`src/rtl/map_page_viewer.sv`:
```
// map_page_viewer: selects one row ("page") of a flattened walkable-map bitmap
// for LED display. Pages step manually (up/down pulses, wrap-around) or
// automatically (one down-step every AUTO_PERIOD clk1hz ticks in AUTO).
// Optional feature macro: VIEW_SNAPSHOT_EN -- when defined, row_bits is a
// register reloaded only on page change, on snap, and on the cycle after
// reset, so a live map does not flicker the LEDs.
module map_page_viewer #(
    parameter int ROW_W       = 10,
    parameter int NUM_ROWS    = 6,
    parameter int PAGE_W      = 4,
    parameter int AUTO_PERIOD = 3
) (
    input  logic                      clk1hz,
    input  logic                      rst,
    input  logic                      up_pulse,
    input  logic                      down_pulse,
    input  logic                      auto_toggle,
    input  logic                      snap,
    input  logic [ROW_W*NUM_ROWS-1:0] map_flat,
    output logic [PAGE_W-1:0]         page_idx,
    output logic [ROW_W-1:0]          row_bits,
    output logic                      auto_active,
    output logic                      page_changed,
    output logic                      wrap_pulse
);

    typedef enum logic {
        MANUAL = 1'b0,
        AUTO   = 1'b1
    } state_t;

    localparam logic [PAGE_W-1:0] LAST_PAGE = PAGE_W'(NUM_ROWS - 1);
    localparam logic [7:0]        TICK_LAST = 8'(AUTO_PERIOD - 1);

    state_t            state;
    state_t            state_next;
    logic [7:0]        tick_cnt;
    logic [7:0]        tick_next;
    logic [PAGE_W-1:0] idx_next;
    logic              step_up;
    logic              step_down;
    logic              wrap_next;

    // Row lookup by matching against every legal page; anything unmatched
    // falls back to row 0, so a misconfigured index can never read past the map.
    function automatic logic [ROW_W-1:0] select_row(
        input logic [ROW_W*NUM_ROWS-1:0] map,
        input logic [PAGE_W-1:0]         page
    );
        logic [ROW_W-1:0] row;
        row = map[ROW_W-1:0];
        for (int r = 0; r < NUM_ROWS; r++) begin
            if (page == PAGE_W'(r)) row = map[r*ROW_W +: ROW_W];
        end
        return row;
    endfunction

    // State register, page index, scan counter and one-cycle status pulses.
    // NOTE: sequential state uses non-blocking (<=) so every register samples
    // the pre-edge values; blocking here would create ordering-dependent races.
    always_ff @(posedge clk1hz) begin
        if (rst) begin
            state        <= MANUAL;
            tick_cnt     <= '0;
            page_idx     <= '0;
            page_changed <= 1'b0;
            wrap_pulse   <= 1'b0;
        end else begin
            state        <= state_next;
            tick_cnt     <= tick_next;
            page_idx     <= idx_next;
            page_changed <= (idx_next != page_idx);
            wrap_pulse   <= wrap_next;
        end
    end

    // Next-state, scan counter and step decision.
    // NOTE: every variable gets a default before the case so no path leaves
    // one unassigned, which would otherwise infer a latch.
    always_comb begin
        state_next = state;
        tick_next  = tick_cnt;
        step_up    = up_pulse & ~down_pulse;
        step_down  = down_pulse & ~up_pulse;
        wrap_next  = 1'b0;
        idx_next   = page_idx;

        case (state)
            MANUAL: begin
                // Counter is held at zero so AUTO always starts a full period.
                tick_next = '0;
                if (auto_toggle) state_next = AUTO;
            end
            AUTO: begin
                // Any manual interaction, including toggle plus step or
                // up and down together, leaves AUTO; no double toggle.
                if (auto_toggle || up_pulse || down_pulse) begin
                    state_next = MANUAL;
                    tick_next  = '0;
                end else if (tick_cnt == TICK_LAST) begin
                    tick_next = '0;
                    step_down = 1'b1;
                end else begin
                    tick_next = tick_cnt + 8'd1;
                end
            end
            default: state_next = MANUAL;
        endcase

        if (step_up) begin
            if (page_idx == '0) begin
                idx_next  = LAST_PAGE;
                wrap_next = 1'b1;
            end else begin
                idx_next = page_idx - 1'b1;
            end
        end else if (step_down) begin
            if (page_idx == LAST_PAGE) begin
                idx_next  = '0;
                wrap_next = 1'b1;
            end else begin
                idx_next = page_idx + 1'b1;
            end
        end
    end

    assign auto_active = (state == AUTO);

`ifdef VIEW_SNAPSHOT_EN
    logic load_pending;

    // Snapshot register: reload from the newly selected row on page change,
    // on snap, and once right after reset; otherwise hold.
    always_ff @(posedge clk1hz) begin
        if (rst) begin
            row_bits     <= '0;
            load_pending <= 1'b1;
        end else begin
            load_pending <= 1'b0;
            if (load_pending || snap || (idx_next != page_idx)) begin
                row_bits <= select_row(map_flat, idx_next);
            end
        end
    end
`else
    logic unused_snap;

    // Live view: the current page's row, zero latency; snap has no effect.
    always_comb begin
        row_bits    = select_row(map_flat, page_idx);
        unused_snap = snap;
    end
`endif

endmodule

```
`config.mk`:
```
export PLATFORM = sky130hd
export DESIGN_NAME = map_page_viewer
export DESIGN_NICKNAME = d
export VERILOG_FILES = /design/src/rtl/map_page_viewer.sv
export SDC_FILE = /design/constraint.sdc
export NUM_CORES = 1
export LEC_CHECK = 0
export CORE_UTILIZATION = 30
export DETAILED_ROUTE_END_ITERATION = 6
export GPL_TIMING_DRIVEN = 0
export PLACE_DENSITY = 0.64
export SYNTH_ARGS = -nofsm -noshare
export SYNTH_HDL_FRONTEND = slang
export SYNTH_SLANG_ARGS = --single-unit
```
`constraint.sdc`:
```
create_clock -name clk1hz -period 4.1 [get_ports clk1hz]
set_input_delay 0.82 -clock clk1hz [delete_from_list [all_inputs] [get_ports clk1hz]]
set_output_delay 0.82 -clock clk1hz [all_outputs]
set_load 0.01 [all_outputs]
```
==> summary.txt <==
Run status
  • Outcome: finished with violations
  • Failing checks: DRC

Logic synthesis
  • Synthesized area per cell: 8.80 um2
  • Yosys reg bits: 15
  • Sequential share of the synthesized area: 20.9%
  • Yosys top cell by area: dfxtp_1
  • Unique masters post-synth: 41
  • Synth Instances: 163
  • Number of synthesized flops with an enable pin: 0
  • Yosys warns: 0
  • Top-area cell type share of the netlist area: 20.9%
  • Syn_nets: 231
  • Post-synth top flop: dfxtp_1
  • Asr flop ratio synth: 0%
  • Area contributors post-synth: dfxtp_1, a221oi_2, o22ai_2
  • Cell area after synthesis: 1440 um2

Placed design
  • Place WS: 0.884 ns
  • Cell Area, Placed: 2290 um2
  • Inst Count DP: 294
  • Hpwl dp: 3570 um
  • Port bufs: 79
  • Gpl congestion: 0.773

Detailed routing
  • Routed wire length: 4710 um
  • Initial drt markers: 98
  • Vias: 1537
  • Drt drc: 13
  • Post-DR vias/cell: 5.16
  • Antenna-violating nets left: 0
  • DR pass1 iterations: 6
  • Wire length per cell: 15.8 um

Timing
  • Total Neg Setup Slack: 0 ns
  • Fmax: 0.311 GHz
  • Worst slew pin tran: 0.666 ns
  • Minimum clock period: 3.21 ns
  • RSZ-0062 raised after global routing: no
  • Worst setup slack after layout: 0.889 ns
  • Final period utilization: 78.3%
  • Max Slew Vio Count: 0
  • Hold WS: 0.472 ns
  • Final Hold Violating Endpoints: 0
  • Clock skew: 0.00238 ns
  • Max-slew headroom: 55.6%
  • Setup violations, final: 0

Power
  • Overall power: 0.608 mW
  • PwrDens: 260 nW/um2
  • Leak: 0.874 nW
  • Worst vdd ir: 0.210 mV

Global route
  • Vias in the first global route: 1458
  • Total grt overflow: 0
  • Antenna violations before repair: 0
  • GRT Resource Usage Total: 18.8%
  • Largest net degree at the start of global routing: 11
  • First-pass GRT wire length: 7480 um

Critical path
  • Critical path depth: 6
  • Crit-path cells: nand2b_1 > clkbuf_1 > o21ai_0 > a221oi_2 > a21o_1 > clkdlybuf4s50_1
  • Crit path buf inv count: 2
  • Largest delay share family, worst path: buffers and inverters
  • FF-to-FF path depth: 7
  • CP Data Required Time: 3.28 ns
  • CP max FO: 10
  • WS Path Type: reg -> out
  • Crit path launch type: flip-flop
  • Largest stage delay on the critical path: 0.53 ns
  • CP endpoint kind: output pin
  • Worst Path Arrival: 2.39 ns
  • Slowest cell on the critical path: clkdlybuf4s50_1

Floorplanning
  • Core footprint: 4470 um2
  • Top Ports: 83
  • Initial core utilization: 32.1%
  • Die width: 71.2 um
  • Die span in y: 71.2 um
  • Full die area: 5060 um2
  • # rows: 24

Clock tree
  • Resized cells post-CTS: 0
  • Hold Buf Count CTS: 0
  • Clock buffer depth: 2
  • Cts bufs inserted: 3
  • Setup bufs post-CTS: 0
  • Clock Latency Late Sink: 0.26 ns
  • Register clock-pin slew on the reported worst setup and hold paths: 0.07 ns
  • CTS tree: yes
  • Root buffer cell: clkbuf_8
  • Clock sinks: 15
  • H-tree depth: 1

Min path
  • Hold Path Class: reg -> reg
  • Hold path depth: 1

Layout
  • Final-stage net count: 315
  • Design Area, Final: 2340 um2
  • Fillers: 440
  • Finished Layout Cells: 298
  • Synth-to-Final Area Change: 63.0%
  • Fin util: 52.3%
  • Layout cells sized above 1: 14.6%
  • Ant. Diodes: 0

Run
  • Max_cap viols: 0
-- state kept, by name, summed over array words and instances, names as in the netlist --
| register | cells |
|---|---|
| tick_cnt | 8 |
| page_idx | 4 |
| auto_active | 1 |
| page_changed | 1 |
| wrap_pulse | 1 |
-- worst register-to-register path, cell delays in order, from the launching register on --
cell,delay (ns)
dfxtp_1,0.33
inv_1,0.06
ha_1,0.13
nor4b_1,0.46
and3_1,0.24
buf_4,0.14
o2111ai_1,0.12
o311a_1,0.15
-- cells in the final DEF, fill, tap and decap left out, types with 2 or more instances in the layout --
master and count:
mux2i_1 10, clkdlybuf4s50_1 79, xor2_1 3, dfxtp_1 15, nand2_1 3, a21o_1 11, or4b_1 2, xnor2_1 6
buf_6 2, a21oi_1 3, o21ai_0 13, nor2_1 16, buf_2 4, o22ai_2 10, a221oi_2 10, inv_1 4
nor4b_1 3, clkbuf_1 6, nor3_1 3, nand3_1 2, clkbuf_8 3, o311a_1 2, and3_1 3, nand2b_1 6
nor2b_1 2, buf_4 2, nand3b_1 4, a31oi_1 2, ha_1 2
-- power by group --
| part | internal, mW | total [mW] | switching, mW |
|---|---|---|---|
| logic | 0.187 | 0.321 | 0.134 |
| clock network | 0.0685 | 0.128 | 0.0593 |
| registers | 0.151 | 0.159 | 0.00754 |
-- cells in the mapped netlist (3+ instances only) --
library cell / n
xnor2_1: 6
o22ai_2: 10
a21oi_1: 3
a221oi_2: 10
nand2b_1: 6
nor2_1: 16
inv_1: 4
nor4b_1: 3
buf_2: 4
clkbuf_1: 6
mux2i_1: 10
a21o_1: 11
dfxtp_1: 15
and3_1: 3
o21ai_0: 13
nand2_1: 3
nor3_1: 3
nand3b_1: 4
xor2_1: 3
-- cell families (layout without fill, tap and decap cells) --
logic type | count (synthesis) | count (layout) | synth area share [%]
muxes | 10 | 10 | 6.97
AOI/OAI and AO/OA | 57 | 57 | 36.3
xor gates and xnor gates | 9 | 9 | 5.49
buffers and inverters | 19 | 102 | 6.89
and+or+nand+nor | 51 | 51 | 21.7
adders and majority gates | 2 | 2 | 1.74
DFF | 15 | 15 | 20.9
-- routing by layer --
layer	GRT usage [%]	vias to the layer above	wire length, um
met1	26.1	681	2220
met3	2.56	5	444
met4	6.67	0	60
met5	0	-	0
met2	29.6	61	1990
li1	-	790	-
-- path summary, 6_finish.rpt --
path	startpoint	endpoint	slack (ns)
worst max register to register	tick_cnt[0]$_SDFF_PP0_	page_idx[2]$_SDFF_PP0_	2.36
worst max-delay path	page_idx[1]$_SDFF_PP0_	row_bits[8]	0.89
worst min-delay path	tick_cnt[0]$_SDFF_PP0_	tick_cnt[0]$_SDFF_PP0_	0.47
worst min register to register	tick_cnt[0]$_SDFF_PP0_	tick_cnt[0]$_SDFF_PP0_	0.47
-- cell type report --
class	instances	area, um2	share of cell area, %
clock inverter	1	7.51	0.321
inverter	4	15.0	0.642
sequential	15	300	12.8
buffer	15	83.8	3.58
tap	52	65.1	2.78
multi-input combinational	129	1040	44.3
clock buffer	3	41.3	1.76
timing repair buffer	79	791	33.8
No activity file was read; power rests on OpenSTA's default activity.
